## src/rtl/controle_barramento.sv

```systemverilog
// controle_barramento: transfer sequencer for the 6-port shared 16-bit bus.
// Queues transfer requests (src -> dst) and drives the per-port {write, read}
// lane controls. Only one writer is active at a time. The reader lane opens
// only after the source has driven for BUS_LAT cycles.
module controle_barramento #(
  parameter int N_PORTS    = 6,
  parameter int BUS_LAT    = 2,
  parameter int FIFO_DEPTH = 4
) (
  input  logic       clk,
  input  logic       rst,
  input  logic       req_valid,
  output logic       req_ready,
  input  logic [2:0] req_src,
  input  logic [2:0] req_dst,
  output logic [1:0] ctrl_0,
  output logic [1:0] ctrl_1,
  output logic [1:0] ctrl_2,
  output logic [1:0] ctrl_3,
  output logic [1:0] ctrl_4,
  output logic [1:0] ctrl_5,
  output logic       busy,
  output logic       done,
  output logic       err,
  output logic [2:0] err_src
);

  localparam int AW = $clog2(FIFO_DEPTH);
  localparam int CW = AW + 1;

  typedef enum logic [1:0] {IDLE, DRIVE, READ} state_t;

  state_t          state, state_next;
  logic [2:0]      fifo_src [FIFO_DEPTH];
  logic [2:0]      fifo_dst [FIFO_DEPTH];
  logic [AW-1:0]   wr_ptr, rd_ptr;
  logic [CW-1:0]   count;
  logic [2:0]      src_r, dst_r;
  logic [3:0]      lat_cnt;
  logic            req_bad, accept, push, pop;
  logic [5:0][1:0] lane_next, lane_q;
  logic            done_next;

  // Handshake and validation are purely combinational from the occupancy count.
  assign req_ready = (count != CW'(FIFO_DEPTH));
  assign req_bad   = (req_src >= 3'(N_PORTS)) || (req_dst >= 3'(N_PORTS)) ||
                     (req_src == req_dst);
  assign accept    = req_valid && req_ready;
  assign push      = accept && !req_bad;
  assign pop       = ((state == IDLE) || (state == READ)) && (count != '0);
  assign busy      = (state != IDLE) || (count != '0);

  // Request storage: written on every accepted valid request.
  // NOTE: the storage array is not reset; emptiness is defined by the reset
  // pointers and count, so stale entries are never observed.
  always_ff @(posedge clk) begin
    if (push) begin
      fifo_src[wr_ptr] <= req_src;
      fifo_dst[wr_ptr] <= req_dst;
    end
  end

  // Queue pointers and occupancy; pointers wrap naturally at FIFO_DEPTH.
  // NOTE: sequential state uses non-blocking assignments so every register
  // samples pre-edge values regardless of block ordering.
  always_ff @(posedge clk) begin
    if (rst) begin
      wr_ptr <= '0;
      rd_ptr <= '0;
      count  <= '0;
    end else begin
      if (push) wr_ptr <= wr_ptr + 1'b1;
      if (pop)  rd_ptr <= rd_ptr + 1'b1;
      case ({push, pop})
        2'b10:   count <= count + 1'b1;
        2'b01:   count <= count - 1'b1;
        default: count <= count;
      endcase
    end
  end

  // FSM state register.
  always_ff @(posedge clk) begin
    if (rst) state <= IDLE;
    else     state <= state_next;
  end

  // FSM next-state: READ chains straight into DRIVE when work is queued.
  // NOTE: state_next gets a default before the case so no latch is inferred.
  always_comb begin
    state_next = state;
    case (state)
      IDLE:    if (pop) state_next = DRIVE;
      DRIVE:   if (lat_cnt == '0) state_next = READ;
      READ:    state_next = pop ? DRIVE : IDLE;
      default: state_next = IDLE;
    endcase
  end

  // Active transfer registers: loaded on pop, latency counted down in DRIVE.
  always_ff @(posedge clk) begin
    if (rst) begin
      src_r   <= '0;
      dst_r   <= '0;
      lat_cnt <= '0;
    end else if (pop) begin
      src_r   <= fifo_src[rd_ptr];
      dst_r   <= fifo_dst[rd_ptr];
      lat_cnt <= 4'(BUS_LAT - 1);
    end else if ((state == DRIVE) && (lat_cnt != '0)) begin
      lat_cnt <= lat_cnt - 1'b1;
    end
  end

  // Output decode: source writes in DRIVE and READ, destination reads in READ.
  always_comb begin
    lane_next = '0;
    done_next = 1'b0;
    for (int i = 0; i < 6; i++) begin
      if ((state != IDLE) && (src_r == 3'(i))) lane_next[i][1] = 1'b1;
      if ((state == READ) && (dst_r == 3'(i))) lane_next[i][0] = 1'b1;
    end
    if (state == READ) done_next = 1'b1;
  end

  // Registered lanes and done, so done lines up with the read lane.
  always_ff @(posedge clk) begin
    if (rst) begin
      lane_q <= '0;
      done   <= 1'b0;
    end else begin
      lane_q <= lane_next;
      done   <= done_next;
    end
  end

  // Rejected-request reporting: pulse next cycle and remember the source id.
  always_ff @(posedge clk) begin
    if (rst) begin
      err     <= 1'b0;
      err_src <= '0;
    end else begin
      err <= accept && req_bad;
      if (accept && req_bad) err_src <= req_src;
    end
  end

  assign ctrl_0 = lane_q[0];
  assign ctrl_1 = lane_q[1];
  assign ctrl_2 = lane_q[2];
  assign ctrl_3 = lane_q[3];
  assign ctrl_4 = lane_q[4];
  assign ctrl_5 = lane_q[5];

endmodule

```

## config.mk

```make
export PLATFORM = sky130hd
export DESIGN_NAME = controle_barramento
export DESIGN_NICKNAME = d
export VERILOG_FILES = /design/src/rtl/controle_barramento.sv
export SDC_FILE = /design/constraint.sdc
export NUM_CORES = 1
export LEC_CHECK = 0
export BUFFER_PORTS_ARGS = -buffer_cell sky130_fd_sc_hd__buf_4
export CAP_MARGIN = 40
export CORE_UTILIZATION = 57
export CTS_CLUSTER_DIAMETER = 120
export DETAILED_ROUTE_END_ITERATION = 8
export MAX_ROUTING_LAYER = met4
export PLACE_DENSITY = 0.78
export REMOVE_ABC_BUFFERS = 1
export SKIP_CTS_REPAIR_TIMING = 1
export SYNTH_ARGS = -nofsm -noshare
export SYNTH_HDL_FRONTEND = slang
export SYNTH_SLANG_ARGS = --single-unit
```

## constraint.sdc

```tcl
create_clock -name clk -period 3.2 [get_ports clk]
set_input_delay 0.64 -clock clk [delete_from_list [all_inputs] [get_ports clk]]
set_output_delay 0.64 -clock clk [all_outputs]
set_load 0.02 [all_outputs]
```

==> results.tsv <==
stage	metric	value	unit
setup_path	cells along the critical path	buf_4 > or4_1 > a21boi_2 > nor3_2 > inv_1 > ha_1 > inv_1 > fa_1 > xor2_1 > or3_1 > a21oi_1	
sta	endpoints failing setup	0	
logic_synthesis	synth unique cells	40	
min_path	Hold Crit Class	flop to flop	
global_route	Total GRT Usage	21.4	%
global_route	vias in the first global route	1425	
route	Vias	1497	
cts	Worst-Skew Late Latency	330	ps
logic_synthesis	area share of the largest cell type after synthesis	30.3	%
cts	clk buf depth	2	
logic_synthesis	ys flop type	dfxtp_1	
sta	Rel. slew slack	67.2	%
floorplan	Ports	28	
pwr	VDD IR max	0.397	mV
route	drt first pass iters	4	
final_layout	Final Net Count	240	
global_route	GRT overflow	0	
setup_path	worst-path fanout max	8	
floorplan	core area	0.00400	mm²
setup_path	worst stage delay on the critical path	530	ps
global_route	initial antenna violation count	0	
route	Routed Antenna Nets	0	
placed_design	number of buffers added on ports	27	
setup_path	Max stage delay cell, worst path	or4_1	
global_route	first-pass GRT wire length	6.44	mm
sta	final cycle utilization of the critical path	81.8	%
cts	CTS tree	yes	
setup_path	data required time of the worst path	3460	ps
final_layout	share of layout cells above drive strength 1	27.5	%
final_layout	Synth-to-Final Area Change	16.8	%
logic_synthesis	Mean Syn Cell Area	12.3	µm²
final_layout	Design Area, Final	0.00278	mm²
cts	root cell of the clock tree	clkbuf_8	
floorplan	Rows	23	
pwr	Pwr Density	742	mW/mm²
logic_synthesis	top post-synthesis cells by area	dfxtp_1 (30%), edfxtp_1 (30%), mux4_2 (5.7%), ha_1 (3.2%), nand2_1 (3.0%)	
sta	Tmin final	2620	ps
cts	clock-pin slew on the worst setup and hold paths	60	ps
route	Starting DRT DRC Count	81	
floorplan	Die Wd	66.6	µm
logic_synthesis	Post-synth ARST share	0	%
cts	H-tree levels	3	
placed_design	RD Place Congestion	0.766	
sta	Setup TNS	0	ps
logic_synthesis	yosys warns	0	
setup_path	startpoint types	input port	
logic_synthesis	register bit total from synthesis	60	
sta	Clock Skew	6.93	ps
route	DR vias/cell	5.37	
setup_path	critical path's most frequent cell	inv_1	
sta	worst hold slack	478	ps
logic_synthesis	register area share after synthesis	60.6	%
setup_path	Worst Path Class, Setup	input port to flop	
logic_synthesis	Netlist Area Pre-Place	0.00238	mm²
final_layout	n_diodes	0	
run	total of max-cap violations	0	
setup_path	Crit. End Element	flop	
sta	Final Max Slew Viols	0	
route	mean routed wirelength per cell	14.2	µm
pwr	Leak Pwr	1.06	nW
sta	RSZ-0062 raised after global routing	no	
route	DRC	0	
route	Routed Wire Length	3.97	mm
sta	Final Hold Fails	0	
placed_design	Placed Area	0.00261	mm²
outcome	outcome	finished, final reports clean	
logic_synthesis	cell taking the most area after synthesis	dfxtp_1	
cts	CTS Buf Count	9	
placed_design	post-DP HPWL	2.91	mm
cts	clock sink count	60	
logic_synthesis	Syn Inst Count	193	
sta	worst slew pin tran	491	ps
setup_path	CP arrival	2870	ps
logic_synthesis	number of flops mapped to enable cells by yosys	24	
floorplan	Die Height	66.6	µm
global_route	pin count of the biggest net entering global routing	34	
floorplan	die area	0.00444	mm²
floorplan	Initial Util	59.5	%
sta	f_max	382	MHz
-- cell families after synthesis --
family	synth area share, %
xor+xnor	2.94
fa+ha+maj	4.00
compound gates	4.84
flops	60.6
mux	7.99
simple gates	16.9
buf+inv	2.79
-- stage by stage --
stage / setup slack, ps / instances / power (mW) / util [%]
CTS: 586 / 279 / 2.08 / 69.5
detailed placement: 231 / 263 / 1.52 / 65.3
global route: 419 / 279 / 2.19 / 69.5
finish: 583 / 279 / 2.06 / 69.5
global placement: 307 / 263 / 1.48 / 65.3
floorplan: 491 / 186 / 1.36 / -
-- layer usage --
| layer | vias to the layer above | GRT usage, % | share of wire [%] |
|---|---|---|---|
| met5 | - | - | 0 |
| li1 | 738 | - | - |
| met1 | 715 | 21.9 | 42 |
| met3 | 4 | 5.65 | 4.1 |
| met2 | 40 | 36.1 | 53 |
| met4 | 0 | 13.6 | 1.0 |
-- registers in the layout (all words and copies together), names as in the netlist, 3 cells and up --
| name | count |
|---|---|
| count | 3 |
| fifo_src | 12 |
| dst_r | 3 |
| src_r | 3 |
| lat_cnt | 4 |
| err_src | 3 |
| fifo_dst | 12 |
-- cells in the final DEF, fill, tap and decap left out, types with 6 or more instances in the layout --
master    count
dfxtp_1      36
buf_4        27
edfxtp_1     24
nand2_1      19
nor2_1       13
a21oi_1      10
inv_1         9
clkbuf_8      9
nor3_1        8
nand2b_1      8
mux4_2        6
ha_1          6
-- cells in the mapped netlist, types with 2 or more instances --
| library cell | n |
|---|---|
| a21oi_1 | 10 |
| mux4_2 | 6 |
| and3_1 | 2 |
| nand2b_1 | 8 |
| o21ai_0 | 2 |
| or3b_2 | 2 |
| buf_2 | 2 |
| xor2_1 | 4 |
| or3_1 | 2 |
| inv_1 | 9 |
| nand3_1 | 2 |
| clkbuf_1 | 3 |
| nor2b_1 | 2 |
| ha_1 | 6 |
| dfxtp_1 | 36 |
| nor3b_1 | 4 |
| nor2_1 | 13 |
| and2_2 | 4 |
| nor3_1 | 8 |
| xnor2_1 | 4 |
| mux2i_1 | 4 |
| edfxtp_1 | 24 |
| nand2_1 | 19 |
-- area by class of cell --
cell class                 count  area (µm²)
clock inverter                 7        43.8
multi-input combinational    117         872
tap                           50        62.6
clock buffer                   9         124
timing repair buffer          27         203
inverter                       9        33.8
sequential                    60        1440
fill                         292        1220
-- report_power, final --
| group | leakage (nW) | switching [mW] | internal [mW] |
|---|---|---|---|
| clock network | 0.0848 | 0.286 | 0.275 |
| registers | 0.511 | 0.111 | 0.897 |
| logic | 0.461 | 0.266 | 0.229 |
-- critical path: cells and delay by family --
kind            cells  cell delay (ps)
xor+xnor            1              160
fa+ha+maj           2              550
simple gates        3              930
compound gates      2              320
buf+inv             3              270
-- final timing paths --
| kind | start | end | slack [ps] | cells past startpoint |
|---|---|---|---|---|
| setup / recovery | req_src[2] | count[2]$_SDFFE_PP0P_ | 580 | 11 |
| hold / removal | err_src[0]$_SDFFE_PP0P_ | err_src[0]$_SDFFE_PP0P_ | 480 | 2 |
| setup reg to reg | count[0]$_SDFFE_PP0P_ | count[2]$_SDFFE_PP0P_ | 630 | 9 |
| hold reg to reg | err_src[0]$_SDFFE_PP0P_ | err_src[0]$_SDFFE_PP0P_ | 480 | 2 |
Power figures use the tool's default switching activity.
